### src/rtl/drec_pkg.sv
// Shared definitions for the recorder SDRAM arbiter: FSM state encoding and command direction constants.
package drec_pkg;
  typedef enum logic [1:0] {
    ST_IDLE    = 2'd0,
    ST_ISSUE   = 2'd1,
    ST_WAIT_RD = 2'd2
  } drec_state_e;

  localparam logic CMD_WR = 1'b1;
  localparam logic CMD_RD = 1'b0;
endpackage

### src/rtl/drec_sdram_arbiter_if.sv
// Bundle of recorder-side and SDRAM-side signals around the arbiter; slave is the arbiter's view.
interface drec_sdram_arbiter_if #(
  parameter int AW = 24,
  parameter int DW = 16
);
  logic          wr_enable;
  logic [AW-1:0] wr_addr;
  logic [DW-1:0] wr_data;
  logic          rd_enable;
  logic [AW-1:0] rd_addr;
  logic [DW-1:0] rd_data;
  logic          rd_data_rdy;
  logic          rd_data_ack;
  logic          cmd_valid;
  logic          cmd_ready;
  logic          cmd_we;
  logic [AW-1:0] cmd_addr;
  logic [DW-1:0] cmd_wdata;
  logic          rsp_valid;
  logic [DW-1:0] rsp_data;
  logic          overrun;
  logic          rd_timeout;

  modport slave (
    input  wr_enable, wr_addr, wr_data, rd_enable, rd_addr, rd_data_ack,
           cmd_ready, rsp_valid, rsp_data,
    output rd_data, rd_data_rdy, cmd_valid, cmd_we, cmd_addr, cmd_wdata,
           overrun, rd_timeout
  );

  modport master (
    output wr_enable, wr_addr, wr_data, rd_enable, rd_addr, rd_data_ack,
           cmd_ready, rsp_valid, rsp_data,
    input  rd_data, rd_data_rdy, cmd_valid, cmd_we, cmd_addr, cmd_wdata,
           overrun, rd_timeout
  );
endinterface

### src/rtl/drec_arb_slot.sv
// One-deep pending request register. A clear and a new capture in the same cycle leave the slot full
// with the new request; a capture into a full slot that is not being cleared is dropped.
module drec_arb_slot #(
  parameter int AW = 24,
  parameter int DW = 16
) (
  input  logic          clk,
  input  logic          rst_n,
  input  logic          en,
  input  logic [AW-1:0] addr,
  input  logic [DW-1:0] data,
  input  logic          clr,
  output logic          full,
  output logic [AW-1:0] q_addr,
  output logic [DW-1:0] q_data,
  output logic          drop
);
  assign drop = en & full & ~clr;

  always_ff @(posedge clk) begin
    if (!rst_n) begin
      full   <= 1'b0;
      q_addr <= '0;
      q_data <= '0;
    end else if (en && (!full || clr)) begin
      full   <= 1'b1;
      q_addr <= addr;
      q_data <= data;
    end else if (clr) begin
      full <= 1'b0;
    end
  end
endmodule

### src/rtl/drec_sdram_arbiter.sv
// Arbitrates record writes and play reads onto the single SDRAM command port, writes first.
// Defining DREC_ARB_STATS_EN adds saturating drop/timeout counters as extra outputs.
module drec_sdram_arbiter
  import drec_pkg::*;
#(
  parameter int AW     = 24,
  parameter int DW     = 16,
  parameter int RD_TMO = 255
) (
  input  logic                 clk,
  input  logic                 rst_n,
  drec_sdram_arbiter_if.slave  bus
`ifdef DREC_ARB_STATS_EN
  ,
  output logic [15:0]          wr_drop_cnt,
  output logic [15:0]          rd_drop_cnt,
  output logic [15:0]          tmo_cnt
`endif
);
  logic          wr_full, rd_full, wr_drop, rd_drop, wr_clr, rd_clr;
  logic [AW-1:0] wr_q_addr, rd_q_addr;
  logic [DW-1:0] wr_q_data, rd_q_data;

  drec_state_e   state, state_nxt;
  logic          we_q, we_nxt;
  logic          cmd_valid, tmo_load, tmo_hit, rsp_take;
  logic [7:0]    tmo_left;
  logic [DW-1:0] rd_data_q;
  logic          rdy_q, overrun_q, rd_timeout_q;

  drec_arb_slot #(.AW(AW), .DW(DW)) u_wr_slot (
    .clk(clk), .rst_n(rst_n), .en(bus.wr_enable), .addr(bus.wr_addr), .data(bus.wr_data),
    .clr(wr_clr), .full(wr_full), .q_addr(wr_q_addr), .q_data(wr_q_data), .drop(wr_drop)
  );

  drec_arb_slot #(.AW(AW), .DW(DW)) u_rd_slot (
    .clk(clk), .rst_n(rst_n), .en(bus.rd_enable), .addr(bus.rd_addr), .data('0),
    .clr(rd_clr), .full(rd_full), .q_addr(rd_q_addr), .q_data(rd_q_data), .drop(rd_drop)
  );

  always_ff @(posedge clk) begin
    if (!rst_n) state <= ST_IDLE;
    else        state <= state_nxt;
  end

  always_comb begin
    state_nxt = state;
    we_nxt    = we_q;
    cmd_valid = 1'b0;
    wr_clr    = 1'b0;
    rd_clr    = 1'b0;
    tmo_load  = 1'b0;
    tmo_hit   = 1'b0;
    rsp_take  = 1'b0;
    case (state)
      ST_IDLE: begin
        if (wr_full) begin
          we_nxt    = CMD_WR;
          state_nxt = ST_ISSUE;
        end else if (rd_full && !rdy_q) begin
          we_nxt    = CMD_RD;
          state_nxt = ST_ISSUE;
        end
      end
      ST_ISSUE: begin
        cmd_valid = 1'b1;
        if (bus.cmd_ready) begin
          if (we_q == CMD_WR) begin
            wr_clr    = 1'b1;
            state_nxt = ST_IDLE;
          end else begin
            rd_clr    = 1'b1;
            tmo_load  = 1'b1;
            state_nxt = ST_WAIT_RD;
          end
        end
      end
      ST_WAIT_RD: begin
        if (bus.rsp_valid) begin
          rsp_take  = 1'b1;
          state_nxt = ST_IDLE;
        end else if (tmo_left <= 8'd1) begin
          tmo_hit   = 1'b1;
          state_nxt = ST_IDLE;
        end
      end
      default: state_nxt = ST_IDLE;
    endcase
  end

  always_ff @(posedge clk) begin
    if (!rst_n) begin
      we_q         <= 1'b0;
      tmo_left     <= 8'd0;
      rd_data_q    <= '0;
      rdy_q        <= 1'b0;
      overrun_q    <= 1'b0;
      rd_timeout_q <= 1'b0;
    end else begin
      we_q <= we_nxt;
      if (tmo_load)
        tmo_left <= 8'(RD_TMO);
      else if (state == ST_WAIT_RD && tmo_left != 8'd0)
        tmo_left <= tmo_left - 8'd1;
      if (rsp_take) begin
        rd_data_q <= bus.rsp_data;
        rdy_q     <= 1'b1;
      end else if (rdy_q && bus.rd_data_ack) begin
        rdy_q <= 1'b0;
      end
      overrun_q    <= overrun_q | wr_drop | rd_drop;
      rd_timeout_q <= rd_timeout_q | tmo_hit;
    end
  end

  // Command fields read as zero outside ISSUE so the port is quiet after reset
  assign bus.cmd_valid   = cmd_valid;
  assign bus.cmd_we      = cmd_valid & we_q;
  assign bus.cmd_addr    = cmd_valid ? (we_q ? wr_q_addr : rd_q_addr) : '0;
  assign bus.cmd_wdata   = cmd_valid ? (we_q ? wr_q_data : rd_q_data) : '0;
  assign bus.rd_data     = rd_data_q;
  assign bus.rd_data_rdy = rdy_q;
  assign bus.overrun     = overrun_q;
  assign bus.rd_timeout  = rd_timeout_q;

`ifdef DREC_ARB_STATS_EN
  always_ff @(posedge clk) begin
    if (!rst_n) begin
      wr_drop_cnt <= 16'd0;
      rd_drop_cnt <= 16'd0;
      tmo_cnt     <= 16'd0;
    end else begin
      if (wr_drop && wr_drop_cnt != 16'hFFFF) wr_drop_cnt <= wr_drop_cnt + 16'd1;
      if (rd_drop && rd_drop_cnt != 16'hFFFF) rd_drop_cnt <= rd_drop_cnt + 16'd1;
      if (tmo_hit && tmo_cnt != 16'hFFFF)     tmo_cnt     <= tmo_cnt + 16'd1;
    end
  end
`endif
endmodule

### src/flat_wrapper.sv
// flat-port wrapper written by rule: the top's interface ports become plain ports
module drec_sdram_arbiter_flat import drec_pkg::*;
#(
  parameter int AW     = 24,
  parameter int DW     = 16,
  parameter int RD_TMO = 255
)
  (clk, rst_n, bus_wr_enable, bus_wr_addr, bus_wr_data, bus_rd_enable, bus_rd_addr, bus_rd_data_ack, bus_cmd_ready, bus_rsp_valid, bus_rsp_data, bus_rd_data, bus_rd_data_rdy, bus_cmd_valid, bus_cmd_we, bus_cmd_addr, bus_cmd_wdata, bus_overrun, bus_rd_timeout);
  drec_sdram_arbiter_if #(.AW(AW), .DW(DW)) bus_i ();
  input  logic clk;
  input  logic rst_n;
  input wire logic [$bits(bus_i.wr_enable)-1:0] bus_wr_enable;
  input wire logic [$bits(bus_i.wr_addr)-1:0] bus_wr_addr;
  input wire logic [$bits(bus_i.wr_data)-1:0] bus_wr_data;
  input wire logic [$bits(bus_i.rd_enable)-1:0] bus_rd_enable;
  input wire logic [$bits(bus_i.rd_addr)-1:0] bus_rd_addr;
  input wire logic [$bits(bus_i.rd_data_ack)-1:0] bus_rd_data_ack;
  input wire logic [$bits(bus_i.cmd_ready)-1:0] bus_cmd_ready;
  input wire logic [$bits(bus_i.rsp_valid)-1:0] bus_rsp_valid;
  input wire logic [$bits(bus_i.rsp_data)-1:0] bus_rsp_data;
  output wire logic [$bits(bus_i.rd_data)-1:0] bus_rd_data;
  output wire logic [$bits(bus_i.rd_data_rdy)-1:0] bus_rd_data_rdy;
  output wire logic [$bits(bus_i.cmd_valid)-1:0] bus_cmd_valid;
  output wire logic [$bits(bus_i.cmd_we)-1:0] bus_cmd_we;
  output wire logic [$bits(bus_i.cmd_addr)-1:0] bus_cmd_addr;
  output wire logic [$bits(bus_i.cmd_wdata)-1:0] bus_cmd_wdata;
  output wire logic [$bits(bus_i.overrun)-1:0] bus_overrun;
  output wire logic [$bits(bus_i.rd_timeout)-1:0] bus_rd_timeout;
  assign bus_i.wr_enable = bus_wr_enable;
  assign bus_i.wr_addr = bus_wr_addr;
  assign bus_i.wr_data = bus_wr_data;
  assign bus_i.rd_enable = bus_rd_enable;
  assign bus_i.rd_addr = bus_rd_addr;
  assign bus_i.rd_data_ack = bus_rd_data_ack;
  assign bus_i.cmd_ready = bus_cmd_ready;
  assign bus_i.rsp_valid = bus_rsp_valid;
  assign bus_i.rsp_data = bus_rsp_data;
  assign bus_rd_data = bus_i.rd_data;
  assign bus_rd_data_rdy = bus_i.rd_data_rdy;
  assign bus_cmd_valid = bus_i.cmd_valid;
  assign bus_cmd_we = bus_i.cmd_we;
  assign bus_cmd_addr = bus_i.cmd_addr;
  assign bus_cmd_wdata = bus_i.cmd_wdata;
  assign bus_overrun = bus_i.overrun;
  assign bus_rd_timeout = bus_i.rd_timeout;
  drec_sdram_arbiter #(.AW(AW), .DW(DW), .RD_TMO(RD_TMO)) u_core (.clk(clk), .rst_n(rst_n), .bus(bus_i));
endmodule
### config.mk
export PLATFORM = sky130hd
export DESIGN_NAME = drec_sdram_arbiter_flat
export DESIGN_NICKNAME = d
export VERILOG_FILES = /design/src/rtl/drec_pkg.sv /design/src/rtl/drec_sdram_arbiter_if.sv /design/src/rtl/drec_arb_slot.sv /design/src/rtl/drec_sdram_arbiter.sv /design/src/flat_wrapper.sv
export SDC_FILE = /design/constraint.sdc
export NUM_CORES = 1
export LEC_CHECK = 0
export CAP_MARGIN = 40
export CORE_MARGIN = 2
export CORE_UTILIZATION = 45
export DETAILED_ROUTE_END_ITERATION = 6
export GPL_TIMING_DRIVEN = 0
export PLACE_DENSITY = 0.81
export SLEW_MARGIN = 5
export SYNTH_ARGS = -nofsm -noshare
export SYNTH_HDL_FRONTEND = slang
export SYNTH_SLANG_ARGS = --single-unit
### constraint.sdc
create_clock -name clk -period 2 [get_ports clk]
set_input_delay 0.4 -clock clk [delete_from_list [all_inputs] [get_ports clk]]
set_output_delay 0.4 -clock clk [all_outputs]
set_load 0.005 [all_outputs]
=== Word-level counts from Yosys, hierarchy flattened ===
Index checks and enable logic that the tools add are counted.

* Flip-flop bits (word level): 96
* Bits of input ports: 87
* Output and inout bits: 61
* Logic and storage cells: 81

* $add $sub $neg: 1
* Order comparisons: 1
* Equality and inequality tests: 5
* Muxes and demuxes: 33
* Bitwise gates (word level): 10
* Reductions and logical operators: 19

{| class="wikitable"
|+ Operators by type and width
! kind !! count
|-
| 24-bit 2-to-1 mux || 2
|-
| 16-bit 2-to-1 mux || 2
|-
| 1-bit 2-to-1 mux || 20
|-
| 8-bit 2-to-1 mux || 2
|-
| 2-bit 2-to-1 mux || 6
|-
| 2-bit nonzero test || 5
|-
| 8-bit by 1-bit less-or-equal comparator with 1-bit output, second input constant || 1
|-
| 8-bit nonzero test || 1
|-
| 8-bit by 1-bit subtractor with 8-bit output, second input constant || 1
|-
| 3-bit by 2-bit inequality test with 1-bit output, second input constant || 2
|-
| 2-bit case mux with 3 select lines || 1
|-
| 1-bit AND || 5
|-
| 1-bit logical AND || 5
|-
| 1-bit logical NOT || 3
|-
| 1-bit bitwise OR || 3
|-
| 3-bit AND reduction || 1
|-
| 2-bit by 1-bit == test with 1-bit output, second input constant || 1
|-
| 2-bit == test, second input constant || 1
|-
| 2-bit logical NOT || 1
|-
| 1-bit logical OR || 2
|-
| 2-bit inequality test, second input constant || 1
|-
| 1-bit inverter || 2
|-
| 2-bit AND reduction || 1
|}

=== Logic depth before layout (Yosys ltp) ===
Gate-level depths: netlist of the first run.

* Depth in word-level cells: 7
* Gate-level depth with buffers: 7
* Depth with buffers taken out: 6

=== Hierarchy ===
From an unflattened synthesis of the first run, not the netlist that was laid out.

* Cell total of the unflattened synthesis: 596
* Area, all modules: 5203.7 sq um

{| class="wikitable"
|+ By module, submodules not included
! module !! instances !! cells an instance !! area each (sq um) !! sequential area each (sq um)
|-
| drec_arb_slot || 2 || 179 || 1689.1 || 820.8
|-
| drec_sdram_arbiter || 1 || 238 || 1825.5 || 600.6
|}

=== Worst setup path before layout of the first run ===
Ideal clock, no wire load.

* Kind: register -> output
* Start point: register u_core.state[0]
* End point: output port bus_cmd_wdata[10]
* Data arrival time: 1.234 ns
* Data required time: 1.600 ns
* Setup slack: 0.366 ns
* Cell stages (with the launch flop): 7
* Cell sequence: dfxtp_1 buf_2 nand2b_1 clkbuf_1 inv_1 clkbuf_1 and3_1

* Cells in the longest elaborated chain, start to end: 3

{| class="wikitable"
|+ Ends and longest elaborated chain
! item !! RTL line !! RTL
|-
| from (decl) || drec_sdram_arbiter.sv:24 || <nowiki>drec_state_e state, state_nxt;</nowiki>
|-
| from (signal assigned) || drec_sdram_arbiter.sv:43 || <nowiki>else state <= state_nxt;</nowiki>
|-
| 2-bit by 1-bit == test with 1-bit output || drec_sdram_arbiter.sv:55 || <nowiki>case (state)</nowiki>
|-
| 1-bit 2-to-1 mux || drec_sdram_arbiter.sv:55 ||
|-
| via bus_cmd_valid || flat_wrapper.sv:23 || <nowiki>output wire logic [$bits(bus_i.cmd_valid)-1:0] bus_cmd_valid;</nowiki>
|-
| 16-bit 2-to-1 mux || drec_sdram_arbiter.sv:120 || <nowiki>assign bus.cmd_wdata = cmd_valid ? (we_q ? wr_q_data : rd_q_data) : '0;</nowiki>
|-
| to (decl) || flat_wrapper.sv:26 || <nowiki>output wire logic [$bits(bus_i.cmd_wdata)-1:0] bus_cmd_wdata;</nowiki>
|}

The timed path passes the listed nets, and every way through them passes these cells.

=== Worst setup path in the final report of the first run ===
* Start point: register u_core.we_q
* End point: output port bus_cmd_addr[14]

* Cells in the longest elaborated chain, start to end: 2

{| class="wikitable"
|+ Ends and longest elaborated chain
! item !! RTL line !! RTL
|-
| from (decl) || drec_sdram_arbiter.sv:25 || <nowiki>logic we_q, we_nxt;</nowiki>
|-
| from (signal assigned) || drec_sdram_arbiter.sv:100 || <nowiki>we_q <= we_nxt;</nowiki>
|-
| 24-bit 2-to-1 mux (2 in series) || drec_sdram_arbiter.sv:119 || <nowiki>assign bus.cmd_addr = cmd_valid ? (we_q ? wr_q_addr : rd_q_addr) : '0;</nowiki>
|-
| to (decl) || flat_wrapper.sv:25 || <nowiki>output wire logic [$bits(bus_i.cmd_addr)-1:0] bus_cmd_addr;</nowiki>
|}

No other way between the ends.

==> results of run 1 <==
==> stage by stage <==
stage / setup WS [ps] / std cells / util / instance area [µm²]
2_1_floorplan: 366 / 515 / - / 4210
3_3_place_gp: -361 / 772 / 0.635 / 5810
3_5_place_dp: -389 / 772 / 0.635 / 5810
4_1_cts: -106 / 793 / 0.666 / 6090
5_1_grt: -10.7 / 798 / 0.674 / 6170
6_report: 34.4 / 798 / 0.674 / 6170
==> where the power goes <==
part,internal (mW),switching (mW)
Clock,0.457,0.693
Sequential,2.02,0.0757
Combinational,0.449,0.396
==> final cells by class <==
| type | count | share of cell area |
|---|---|---|
| Sequential cell | 96 | 0.312 |
| Buffer | 41 | 0.0460 |
| Tap cell | 111 | 0.0225 |
| Multi-Input combinational cell | 372 | 0.339 |
| Timing Repair Buffer | 157 | 0.248 |
| Clock inverter | 6 | 0.00750 |
| Inverter | 5 | 0.00345 |
| Clock buffer | 10 | 0.0207 |
==> what timing repair did <==
action                                 in CTS  in global routing
setup buffers                               6                  5
gates resized for setup                    71                 16
endpoints found under the hold margin       0                  0
setup endpoints to repair                  42                  7
==> worst min path at each step <==
stage | start | slack [ps] | end | cells after the start
5_1_grt | u_core.u_rd_slot.q_addr[8]$_SDFFE_PN0P_ | 480 | u_core.u_rd_slot.q_addr[8]$_SDFFE_PN0P_ | 2
3_5_place_dp | u_core.u_rd_slot.q_addr[22]$_SDFFE_PN0P_ | 450 | u_core.u_rd_slot.q_addr[22]$_SDFFE_PN0P_ | 2
4_1_cts | u_core.u_rd_slot.q_addr[22]$_SDFFE_PN0P_ | 460 | u_core.u_rd_slot.q_addr[22]$_SDFFE_PN0P_ | 2
3_3_place_gp | u_core.u_rd_slot.q_addr[22]$_SDFFE_PN0P_ | 440 | u_core.u_rd_slot.q_addr[22]$_SDFFE_PN0P_ | 2
2_1_floorplan | u_core.u_wr_slot.q_data[0]$_SDFFE_PN0P_ | 430 | u_core.u_wr_slot.q_data[0]$_SDFFE_PN0P_ | 2
6_report | u_core.u_rd_slot.q_addr[18]$_SDFFE_PN0P_ | 460 | u_core.u_rd_slot.q_addr[18]$_SDFFE_PN0P_ | 2
==> worst reg2reg max path, cell delays in order (launching register included) <==
cell,delay [ps]
dfxtp_2,330
buf_6,140
buf_4,140
nand4b_1,150
a21boi_2,390
clkbuf_1,390
o21ai_0,170
==> Yosys cell counts <==
cell type and n:
nor3_1 8, a21oi_1 16, and3_1 18, buf_6 4, nand3_1 40, or3_1 1, clkbuf_1 24, nor3b_1 1
and2_1 3, ha_1 3, buf_1 1, dfxtp_1 96, o21ai_0 40, a21boi_2 2, mux2i_1 24, nand4bb_4 1
o41ai_1 1, nor2_1 30, and4_1 3, a211oi_1 7, o31ai_1 1, o21a_1 2, nand4b_1 1, a311oi_1 3
a21oi_2 1, nand2_1 123, a21boi_1 20, nand2b_1 3, nor2b_1 4, a22oi_1 1, xnor2_1 1, and4bb_1 1
a31oi_1 1, clkbuf_2 1, a21boi_0 9, buf_2 12, inv_1 5, o211ai_1 1, nor4_4 1, o21ai_4 1
==> cell families (layout without fill, tap and decap cells) <==
logic type               after synthesis  in the layout  synth area share
adder cells (fa/ha/maj)                3              3           0.00892
multiplexers                          24             24            0.0571
XOR/XNOR                               1              1           0.00208
AND/OR/NAND/NOR                      238            238             0.261
buffers and inverters                 47            219            0.0529
flip-flops                            96             96             0.457
AO/OA/AOI/OAI                        106            106             0.161
==> layout by cell type, fill, tap and decap left out, types with 13 or more instances in the layout <==
| cell | n |
|---|---|
| a21boi_1 | 20 |
| a21oi_1 | 16 |
| and3_1 | 18 |
| clkbuf_1 | 19 |
| clkbuf_8 | 13 |
| clkdlybuf4s50_1 | 104 |
| dfxtp_1 | 94 |
| dlygate4sd2_1 | 32 |
| mux2i_1 | 20 |
| nand2_1 | 123 |
| nand3_1 | 40 |
| nor2_1 | 27 |
| o21ai_0 | 40 |
==> sequential cells by signal, summed over array words and instances (netlist names) <==
signal and cells:
u_core.u_rd_slot.q_addr 24, u_core.u_wr_slot.q_addr 24, u_core.bus.rd_data 16, u_core.u_wr_slot.q_data 16, u_core.tmo_left 8, u_core.state 2
u_core.bus.overrun 1, u_core.bus.rd_data_rdy 1, u_core.bus.rd_timeout 1, u_core.u_rd_slot.full 1, u_core.u_wr_slot.full 1, u_core.we_q 1
==> metal layers <==
layer | GRT usage | up-vias | part of all wire
li1 | - | 2085 | -
met1 | 0.285 | 2017 | 0.40
met2 | 0.410 | 156 | 0.49
met3 | 0.0659 | 29 | 0.081
met4 | 0.109 | 0 | 0.028
met5 | 0 | - | 0
==> impl_metrics.toml, run 1 <==
[status]
status = "finished, final reports clean"

[sta]
period_needed_ps = 1970
slew-limit-headroom = 0.665
period_share = 0.983
tns_ps = 0
fmax_ghz = 0.509
report.final.slew_viol_count = 0
fin_hold_ws_ps = 458
finalSetupViolCount = 0
skew_ps = 12.2
tightest_slew_ps = 503
finalHoldViolCount = 0

[grt]
grt_max_degree = 17
grt_use_total = 0.242
grt_first_pass_wirelength_mm = 19.6
grt_pass1_vias = 4210
grt_overflow = 0
antenna_found_initial = 0

[drt]
vias_per_cell = 5.37
wire_per_inst_um = 15.6
dr.pass1.iters = 5
ant_nets = 0
wirelength_mm = 12.4
drc = 0
drt-initial-drc-count = 183
vias = 4287

[worst_setup_path]
path_depth = 5
worst-path-buf-inv = 3
cp-endpoint = "bus_cmd_addr[14]"
r2r_end = "u_core.u_wr_slot.q_addr[14]$_SDFFE_PN0P_"
worstPathCellList = "buf_6 > buf_12 > mux2i_1 > nor2_2 > dlygate4sd2_1"
required_ps = 1600
cpPeakStageDelay_ps = 330
startpoint = "u_core.we_q$_SDFFE_PN0P_"
critical-path-slowest-cell = "dfxtp_2"
critPathKind = "reg -> out"
end_kind = "primary output"
start_kind = "flip-flop"
arrival_ps = 1570
r2r_setup_slack_ps = 170
rr_startpoint = "u_core.we_q$_SDFFE_PN0P_"
worstPathMaxFanout = 10
rr_worst_depth = 6
cpLargestDelayFamily = "buffers and inverters"

[layout]
layout-drive-gt1-share = 0.0946
diodes = 0
syn_to_final_growth_pct = 46.7
nFillCells = 757
ff_latch_area_um2 = 1930
nets = 772
multi_input_area_um2 = 2090

[clock_network]
cts.path.max_buffers = 2
path_clk_slew_ps = 90
numCtsBuffers = 9
root_buffer = "clkbuf_8"
clk_latency_ps = 360
htreeDepth = 3
holdBufCountCts = 0
cts_sinks = 96
tritoncts = "done"

[floorplan]
die_w_um = 101
num_rows = 35
start_util = 0.460
dieArea_um2 = 10100
boundaryPins = 148
die_y_um = 101
coreArea_um2 = 9150

[synthesis]
synth-seq-cells = 96
syn_avg_cell_area_um2 = 8.17
syn-cell-area_um2 = 4210
synth_fp_nets = 605
synth_top_area_share = 0.457
yosys.area.top_type = "dfxtp_1"
yosys_warnings = 0
synthTopCellsByArea = "dfxtp_1 46%, nand2_1 11%, mux2i_1 5.7%"
seq_area_frac_synth = 0.457
postSynthCellCount = 515
synth.distinct_cells = 40

[power]
peakVddDrop_uv = 383
p_per_area_nw_per_um2 = 663
power.leakage_nw = 2.51
total_power_mw = 4.09

[place]
hpwl_mm = 9.18
gp_congestion = 0.820
port_buffers = 146

[flow_run]
cap_violations = 0

[worst_hold_path]
min_path_type = "reg -> reg"
No activity file was read; power rests on OpenSTA's default activity.
==> inputs of run 2 (changes only) <==
Settings changed: CORE_UTILIZATION 45 to 49, PLACE_DENSITY 0.81 to 0.87.
Clock period 2 ns to 2.5 ns, I/O delays scaled along.
==> run 2 against run 1 <==
Compared with the run above: combinational power down 25%; non-clock buffer count fell by 9; core utilization rose by 6.2 points; critical path depth unchanged; largest power group unchanged; via count is essentially flat; clock skew fell by 3.9 ps; largest cell class unchanged; routed wire length up 0.92%; total power decreased by 14%; first-iteration DRC count increased by 21%; count of clock-buffer cells in the layout is 3 higher.
==> impl_metrics.toml, run 2 (synthesis gave the netlist of run 1 again) <==
[worst_setup_path]
worstPathMaxFanout = 10
r2r_end = "u_core.u_wr_slot.q_data[6]$_SDFFE_PN0P_"
rr_worst_depth = 5
rr_startpoint = "u_core.we_q$_SDFFE_PN0P_"
arrival_ps = 1930
required_ps = 2000
critPathKind = "reg -> out"
end_kind = "primary output"
r2r_setup_slack_ps = 710
start_kind = "flip-flop"
startpoint = "u_core.we_q$_SDFFE_PN0P_"

[floorplan]
start_util = 0.510
coreArea_um2 = 8260
die_w_um = 96.7
die_y_um = 96.7
boundaryPins = 148
dieArea_um2 = 9340
num_rows = 33

[sta]
period_needed_ps = 2430
rsz0062_at_grt = "false"
skew_ps = 8.34
fmax_ghz = 0.412
fin_hold_ws_ps = 460
finalSetupViolCount = 0
finalHoldViolCount = 0
period_share = 0.972
slew-limit-headroom = 0.620
tns_ps = 0
tightest_slew_ps = 569
report.final.slew_viol_count = 0

[grt]
top_usage_layer = "met2"
grt_pass1_vias = 4173
grt_overflow = 0
grtUsageMet3 = 0.0845
use_met2 = 0.439
grt_use_met1 = 0.316
grt_first_pass_wirelength_mm = 19.9
grt_use_total = 0.259
grt_max_degree = 15
antenna_found_initial = 0

[layout]
final_cell_mix = "146 x clkdlybuf4s50_1, 123 x nand2_1, 95 x dfxtp_1, 40 x nand3_1, 40 x o21ai_0"
finalNonFillerCells = 783
diodes = 0
multi_input_area_um2 = 2070
ff_latch_area_um2 = 1920
syn_to_final_growth_pct = 44.5
nets = 763
nFillCells = 624
layout-drive-gt1-share = 0.0664
final_common_cell = "clkdlybuf4s50_1"
top_regs = "u_core.u_rd_slot.q_addr x24, u_core.u_wr_slot.q_addr x24"

[drt]
dr.pass1.iters = 5
wirelength_mm = 12.6
drt-initial-drc-count = 222
vias_per_cell = 5.47
ant_nets = 0
drc = 0
wire_per_inst_um = 16.0
vias = 4285

[clock_network]
root_buffer = "clkbuf_8"
tritoncts = "done"
htreeDepth = 3
numCtsBuffers = 9
cts.path.max_buffers = 2
path_clk_slew_ps = 90
clk_latency_ps = 360
cts_sinks = 96

[flow_run]
cap_violations = 0

[place]
port_buffers = 146
dp_cells = 766
gp_congestion = 0.862
hpwl_mm = 9.36

[worst_hold_path]
hp-start = "u_core.u_rd_slot.q_addr[5]$_SDFFE_PN0P_"
min_to = "u_core.u_rd_slot.q_addr[5]$_SDFFE_PN0P_"
min_path_type = "reg -> reg"
min_path_cells = 2

[status]
status = "finished, final reports clean"

[power]
peakVddDrop_uv = 417
p_sw_frac = 0.256
seqPwrFrac = 0.479
p_int_mw = 2.61
comb_power_share = 0.181
power.leakage_nw = 2.23
pwr-share-clk = 0.340
p_sw_uw = 898
p_per_area_nw_per_um2 = 577
-- run 2: final cells by class --
type,instances,area share
Multi-Input combinational cell,372,0.341
Sequential cell,96,0.316
Timing Repair Buffer,148,0.243
Buffer,41,0.0375
Clock buffer,13,0.0228
Tap cell,105,0.0216
Clock inverter,3,0.0148
Inverter,5,0.00350
-- run 2: timing repair --
item / CTS / global route
hold buffers: 0 / 0
resized for setup: 10 / 12
setup buffers: 0 / 2
hold endpoints to repair: 0 / 0
endpoints found under the setup margin: 41 / 29
-- run 2: power by group through the flow --
stage          combinational, mW  clock (mW)  sequential (mW)
2_1_floorplan              0.330           0             1.70
3_3_place_gp               0.591           0             1.71
3_5_place_dp               0.609           0             1.71
4_1_cts                    0.621        1.20             1.68
5_1_grt                    0.689        1.26             1.69
6_report                   0.636        1.19             1.68
-- run 2: layer usage --
metal  routed length, µm  vias to the layer above
met1                5260                     2016
li1                    -                     2067
met5                   0                        -
met3                1050                       20
met2                5990                      182
met4                 259                        0
-- run 2: per-stage QoR --
stage          worst slack (ps)   util  total power, mW  instance area [µm²]
4_1_cts                   0.547  0.732             3.50                 6050
5_1_grt                    5.97  0.736             3.64                 6080
3_3_place_gp              -19.9  0.702             2.30                 5800
6_report                   71.2  0.736             3.51                 6080
3_5_place_dp              -47.6  0.702             2.32                 5800
2_1_floorplan               766      -             2.03                 4210
-- run 2: worst max path at each step --
stage | endpoint | slack (ps)
2_1_floorplan | bus_cmd_wdata[10] | 770
3_3_place_gp | bus_cmd_wdata[11] | -20
3_5_place_dp | bus_cmd_wdata[10] | -50
4_1_cts | bus_cmd_addr[6] | 0.5
5_1_grt | bus_cmd_addr[20] | 6
6_report | bus_cmd_addr[15] | 70
-- run 2: critical path: stages (launching register included) --
cell,delay [ps]
dfxtp_1,310
buf_2,230
buf_6,220
mux2i_1,100
nor2_1,150
clkdlybuf4s50_1,540
==> inputs of run 3 (changes only) <==
Settings changed: SKIP_CTS_REPAIR_TIMING set to 1.
==> run 3 against run 2 <==
Compared with the run above: sequential cell count unchanged; clock power barely moved; via count decreased by 1.4%; first-iteration DRC count fell by 2.3%; clock skew increased by 3.2 ps; critical path depth did not move; count of clock-buffer cells in the layout unchanged; register-to-register slack improved by 20 ps; highest routed layer unchanged; routed wire length shrank 0.77%.
==> impl_metrics.toml, run 3 (synthesis gave the netlist of run 1 again) <==
[worst_hold_path]
hp-start = "u_core.u_rd_slot.q_addr[20]$_SDFFE_PN0P_"
min_path_type = "reg -> reg"

[place]
port_buffers = 146
pre_cts_ws_ps = -47.6
dpl_cell_area_um2 = 5800
hpwl_mm = 9.36
gp_congestion = 0.862

[sta]
finalSetupViolCount = 0
finalHoldViolCount = 0
period_needed_ps = 2500
skew_ps = 11.5
rsz0062_at_grt = "true"
fmax_ghz = 0.401
fin_ws_ps = 4.38
tightest_slew_ps = 564
period_share = 0.998
report.final.slew_viol_count = 0
slew-limit-headroom = 0.624

[clock_network]
root_buffer = "clkbuf_8"
htreeDepth = 3
cts.path.max_buffers = 2
path_clk_slew_ps = 90
cts_sinks = 96
tritoncts = "done"
numCtsBuffers = 9
clk_latency_ps = 360

[layout]
layout-drive-gt1-share = 0.0621
diodes = 0
nets = 761
syn_to_final_growth_pct = 43.9
finalCoreUtilization = 0.733
top_regs = "u_core.u_rd_slot.q_addr x24, u_core.u_wr_slot.q_addr x24"
final_common_cell = "clkdlybuf4s50_1"
final_cell_mix = "146 x clkdlybuf4s50_1, 123 x nand2_1, 95 x dfxtp_1, 40 x nand3_1, 40 x o21ai_0"
final_area_um2 = 6060

[grt]
grt_overflow = 0
grt_use_total = 0.259
grt_max_degree = 15
grt_first_pass_wirelength_mm = 19.9
grt_pass1_vias = 4167
antenna_found_initial = 0

[power]
comb_power_share = 0.179
p_sw_uw = 891
total_power_mw = 3.50
seqPwrFrac = 0.480
p_sw_frac = 0.255
p_per_area_nw_per_um2 = 578
peakVddDrop_uv = 417
pwr-share-clk = 0.341
p_int_mw = 2.61
power.leakage_nw = 2.21

[worst_setup_path]
cpLargestDelayFamily = "buffers and inverters"
worstPathMaxFanout = 10
required_ps = 2000
critical-path-slowest-cell = "clkdlybuf4s50_1"
end_kind = "primary output"
startpoint = "u_core.we_q$_SDFFE_PN0P_"
worstPathCellList = "buf_2 > buf_4 > mux2i_1 > nor2_1 > clkdlybuf4s50_1"
critPathKind = "reg -> out"
worst-path-buf-inv = 3
cpPeakStageDelay_ps = 550
rr_startpoint = "u_core.we_q$_SDFFE_PN0P_"
arrival_ps = 2000
start_kind = "flip-flop"

[floorplan]
num_rows = 33
dieArea_um2 = 9340
die_w_um = 96.7
coreArea_um2 = 8260
start_util = 0.510
boundaryPins = 148
die_y_um = 96.7

[flow_run]
cap_violations = 0

[drt]
drt-initial-drc-count = 217
vias_per_cell = 5.41
wirelength_mm = 12.5
dr.pass1.iters = 5
wire_per_inst_um = 16.0
drc = 0
vias = 4225
ant_nets = 0

[status]
status = "finished, final reports clean"
[run 3: cell count changes in the layout (fill, tap and decap cells not counted)]
cell	before	now
buf_6	7	5
buf_1	1	2
buf_2	11	10
[run 3: through the flow]
stage	std cells	TNS, ps	hold slack (ps)
after floorplan	515	0	432
after global placement	766	-85.8	440
after detailed placement	766	-304	447
after CTS	782	-11650	461
after global routing	781	-176	472
final	781	0	461
[run 3: power by group through the flow]
stage               Clock [mW]  Combinational (mW)  Sequential, mW
finish                    1.19               0.626            1.68
global route              1.26               0.680            1.69
CTS                       1.20               0.613            1.68
detailed placement           0               0.609            1.71
global placement             0               0.591            1.71
floorplan                    0               0.330            1.70
[run 3: layer usage]
metal	global-route usage	wire length, µm	share of wire
met5	0	0	0
met1	0.320	5220	0.42
met3	0.0838	1060	0.085
met2	0.434	5940	0.48
met4	0.0726	250	0.020
[run 3: final cells by class]
type	count	area, µm²
fillers	626	2200
multi-input cells	372	2070
flip-flops and latches	96	1920
repair buffers	146	1460
plain buffers	41	219
clock buffers	13	139
well taps	105	131
clock inverters	3	90.1
inverters	5	21.3
[run 3: path summary, 6_finish.rpt]
check,depth (start not counted),slack [ps],endpoint
worst max-delay path,5,4,bus_cmd_addr[15]
worst min-delay path,2,460,u_core.u_rd_slot.q_addr[20]$_SDFFE_PN0P_
worst max register to register,5,730,u_core.u_wr_slot.q_data[6]$_SDFFE_PN0P_
worst min register to register,2,460,u_core.u_rd_slot.q_addr[20]$_SDFFE_PN0P_
[run 3: worst register-to-register path, cell delays in order (launching register included)]
cell	delay [ps]
dfxtp_1	310
buf_2	220
nand4b_1	170
a21boi_2	370
clkbuf_1	380
o21ai_0	180
==> RTL edit 1, RTL diff (config.mk and constraints of run 3) <==
The 3 states of `drec_state_e` get a one-hot encoding in 3 bits.
--- a/src/rtl/drec_pkg.sv
+++ b/src/rtl/drec_pkg.sv
@@ -2,6 +2,6 @@
 package drec_pkg;
-  typedef enum logic [1:0] {
-    ST_IDLE    = 2'd0,
-    ST_ISSUE   = 2'd1,
-    ST_WAIT_RD = 2'd2
+  typedef enum logic [2:0] {
+    ST_IDLE    = 3'b001,
+    ST_ISSUE   = 3'b010,
+    ST_WAIT_RD = 3'b100
   } drec_state_e;
Function: no difference found for any inputs over 10 cycles, from zero or initial values and one cycle with rst_n low; not proved beyond that.
==> RTL edit 1 against run 3 <==
The run now ends with setup timing left; global-route usage fell by 1.3 points; count of clock-buffer cells in the layout down 2; design area is 1.3% higher; worst setup slack worse by 210 ps; non-clock buffer count increased by 3; power decreased by 7.3%; synthesized area rose by 1.2%; clock power down 21%; wire length is 4.8% lower; sequential cell count increased by 1; first-iteration DRC count decreased by 15%; register-to-register slack got worse by 350 ps; clock skew shrank 1.8 ps.
==> RTL edit 1: results (changes against run 3) <==
* Outcome: complete, but fails checks
* Failing checks: setup timing
* Clock slew at reported path FFs at 90 ps (about the same)
* Iteration-0 DRC Markers at 185 (-15%)
* Vias in the first global route at 4167 (unchanged)
* Sequential share of the synthesized area at 45.6% (-0.093 points)
* Largest regs: u_core.u_rd_slot.q_addr: 24 flops, u_core.u_wr_slot.q_addr: 24 flops
* Total GRT Usage at 24.6% (-1.3 points)
* Nets at 773 (+1.6%)
* Peak supply drop at 0.361 mV (-13%)
* Drt wl/cell at 14.9 um (-6.6%)
* Most frequent cells after synthesis: nand2_1, dfxtp_1, mux2i_1, nand3_1, nor2_1
* Inserted Diodes at 0 (unchanged)
* Setup ws final at -201 ps (-205 ps)
* First-pass GRT wire length at 19200 um (-3.7%)
* # setup viols final at 28 (+28)
* Root Buffer: clkbuf_8
* Slew headroom at 47.9% (-14 points)
* Critical Path Fanout Max at 10 (unchanged)
* Skew-Pair Late Insertion Delay at 350 ps
* H-tree levels at 3 (unchanged)
* Largest net degree at the start of global routing at 17 (+2)
* CP max-delay cell: clkdlybuf4s50_1
* Pleak at 2.51 nW (+13%)
* Initial antenna violation count at 0 (unchanged)
* Layout Skew at 9.75 ps (-1.77 ps)
* CP Data Arrival Time at 2200 ps (+200 ps)
* Synth warn at 0 (unchanged)
* Num CTS Buffers at 9 (unchanged)
* Port Buf Inserts at 146 (unchanged)
* Setup TNS at -2840 ps (-2840 ps)
* Synth Net Count at 613 (+1.3%)
* First-pass DRT Iterations at 4 (-1)
* Hold Crit Class: flop to flop
* Post-DP HPWL at 8840 um (-5.6%)
* Worst stage delay on the critical path at 500 ps (-50 ps)
* Share of layout cells above drive strength 1 at 7.41% (+1.2 points)
* Vias per inst at 5.33 (-1.4%)
* Routability-driven placement congestion ratio at 0.854 (-1.0%)
* Longest Clk Path Bufs at 2 (unchanged)
* Fillcell total at 677 (+8.1%)
* Distinct cell type count of the synthesized netlist at 40 (unchanged)
* Post-synth ARST share at 0% (unchanged)
* Largest cells by area after synthesis: dfxtp_1, mux2i_1, nand2_1, nand3_1, nor2_1
[RTL edit 1: final cells by class]
| type | instances | area [sq um] | area share (%) |
|---|---|---|---|
| Buffer | 40 | 230 | 3.75 |
| Clock buffer | 11 | 141 | 2.30 |
| Clock inverter | 5 | 38.8 | 0.632 |
| Inverter | 7 | 28.8 | 0.469 |
| Multi-Input combinational cell | 378 | 2100 | 34.2 |
| Sequential cell | 97 | 1940 | 31.7 |
| Tap cell | 108 | 135 | 2.20 |
| Timing Repair Buffer | 150 | 1520 | 24.8 |
[RTL edit 1: metrics by stage]
step           worst slack, ps  std cells  hold WS (ps)  instance area (sq um)
2_1_floorplan              524        523           432                   4260
3_3_place_gp              -121        777           440                   5860
3_5_place_dp              -112        777           447                   5860
4_1_cts                   -533        793           459                   6040
5_1_grt                   -285        796           475                   6140
6_report                  -201        796           458                   6140
[RTL edit 1: cells by family after synthesis]
logic type / synth area share, %
AO/OA/AOI/OAI: 10.2
XOR/XNOR: 0.206
adder cells (fa/ha/maj): 0.881
buffers and inverters: 5.64
flip-flops: 45.6
multiplexers: 11.5
AND/OR/NAND/NOR: 25.9
[RTL edit 1: metal layers]
metal  GRT usage [%]  up-vias  routed length (um)
met5               0        -                   0
met4            9.94        0                 328
met3            5.18       30                 750
met2            42.1      153                5660
met1            30.1     1981                5120
li1                -     2082                   -
[RTL edit 1: final timing paths]
check                                     end  cells after the start  slack [ps]                         from
setup / recovery             bus_cmd_wdata[8]                      7        -200              u_core.state[0]
hold reg to reg   u_core.u_wr_slot.q_data[10]                      2         460  u_core.u_wr_slot.q_data[10]
hold / removal    u_core.u_wr_slot.q_data[10]                      2         460  u_core.u_wr_slot.q_data[10]
setup reg to reg  u_core.u_wr_slot.q_addr[19]                      6         380              u_core.state[1]
[RTL edit 1: worst max-delay path, delay by kind of cell, from the launching register on]
| family | cells | cell delay, ps |
|---|---|---|
| and+or+nand+nor | 2 | 560 |
| DFF | 1 | 350 |
| buffers and inverters | 5 | 950 |
[RTL edit 1: where the power goes]
part / internal [mW] / switching, mW
clock: 0.395 / 0.543
sequential: 1.63 / 0.0582
combinational: 0.312 / 0.300
==> RTL edit 2, RTL diff (flow settings as in run 3) <==
Made on the original files. `RD_TMO` is set to 255 in 2 places; all go to 128.
--- a/src/rtl/drec_sdram_arbiter.sv
+++ b/src/rtl/drec_sdram_arbiter.sv
@@ -7,3 +7,3 @@
   parameter int DW     = 16,
-  parameter int RD_TMO = 255
+  parameter int RD_TMO = 128
 ) (
--- a/src/flat_wrapper.sv
+++ b/src/flat_wrapper.sv
@@ -5,3 +5,3 @@
   parameter int DW     = 16,
-  parameter int RD_TMO = 255
+  parameter int RD_TMO = 128
 )
Formal check against the unedited RTL: same outputs for any inputs over 10 cycles, from zero or initial values and one cycle with rst_n low; that may be too few to reach the edited logic, so the function may still have changed.
==> RTL edit 2 against run 3 <==
Die area rose by 33%; wire length rose by 51%; design area rose by 27%; sequential cell count did not move; combinational power rose by 28%; power rose by 15%; synthesized cell count rose by 39%; synthesized area rose by 35%; worst setup slack improved by 46 ps; critical path type unchanged; critical endpoint is now bus_cmd_addr[17]; highest routed layer unchanged.
==> RTL edit 2: results (changes against run 3) <==
* Outcome: completed
* CP Data Arrival Time at 1950 ps (-50 ps)
* Met2 Use GR at 44.8% (+1.4 points)
* Hold path startpoint: u_core.bus.rd_data[7]
* Clk tree area frac at 4.20% (+0.42 points)
* Switching Share at 28.6% (+3.1 points)
* Iteration-0 DRC Markers at 797 (+270%)
* GR Layer Usage met3 at 5.66% (-2.7 points)
* Vias in the first global route at 6147 (+48%)
* Register area at 0.00192 sq mm (about the same)
* Multi-input gates at 501 (+35%)
* Clock slew at reported path FFs at 70 ps (-20 ps)
* Pleak at 2.77 nW (+25%)
* Setup ws final at 50.8 ps (+46.4 ps)
* Met2 WL post-DR at 8570 um (+44%)
* Nets at 962 (+26%)
* NetSw at 1.15 mW (+29%)
* Layout Skew at 7.76 ps (-3.75 ps)
* Most frequent cells after synthesis: dfxtp_1, nand4_1, clkbuf_1, nand2_1, nand3_1
* Post-DP HPWL at 13300 um (+42%)
* Fillcell total at 937 (+50%)
* Mapped Cells at 718 (+39%)
* Worst-margin pin slew at 784 ps (+221 ps)
* Routing usage on met1 at 40.0% (+8.0 points)
* Largest net degree at the start of global routing at 17 (+2)
* Sequential share of the synthesized area at 33.8% (-12 points)
* Worst r2r path cells at 6 (+1)
* Placement Setup Slack at -272 ps (-224 ps)
* Root Buffer: clkbuf_16
* Peak supply drop at 0.350 mV (-16%)
* Drt wl/cell at 18.5 um (+16%)
* Routability-driven placement congestion ratio at 0.923 (+7.0%)
* First-pass GRT wire length at 30500 um (+53%)
* Synth Net Count at 807 (+33%)
* Share of layout cells above drive strength 1 at 4.44% (-1.8 points)
* Fraction of area in multi-input gates at 43.1% (+8.9 points)
* Hold EP: u_core.bus.rd_data[7]
## RTL edit 2: changes by cell type in the layout (fill, tap and decap cells not counted), sizes merged, moves of 27 or more
cell | before | now
and3b | 0 | 41
clkbuf | 34 | 83
nand4 | 0 | 88
o21ai | 41 | 3
nand2 | 123 | 61
inv | 5 | 32
o211ai | 1 | 41
a31oi | 1 | 41
## RTL edit 2: cell families after synthesis
family,share of synthesized area [%]
simple gates,34.2
compound gates,19.0
buf+inv,8.17
flops,33.8
mux,4.40
fa+ha+maj,0.440
## RTL edit 2: metrics by stage
step / setup TNS [ps] / area (sq um) / hold slack, ps
2_1_floorplan: 0 / 5680 / 460
3_3_place_gp: -8880 / 7320 / 449
3_5_place_dp: -14600 / 7320 / 456
4_1_cts: -13450 / 7640 / 466
5_1_grt: -22.6 / 7660 / 498
6_report: 0 / 7660 / 464
## RTL edit 2: critical path: cells and delay by family, from the launching register on
family	cells	cell delay, ps
and+or+nand+nor	1	180
buffers and inverters	2	820
muxes	1	100
DFF	1	490
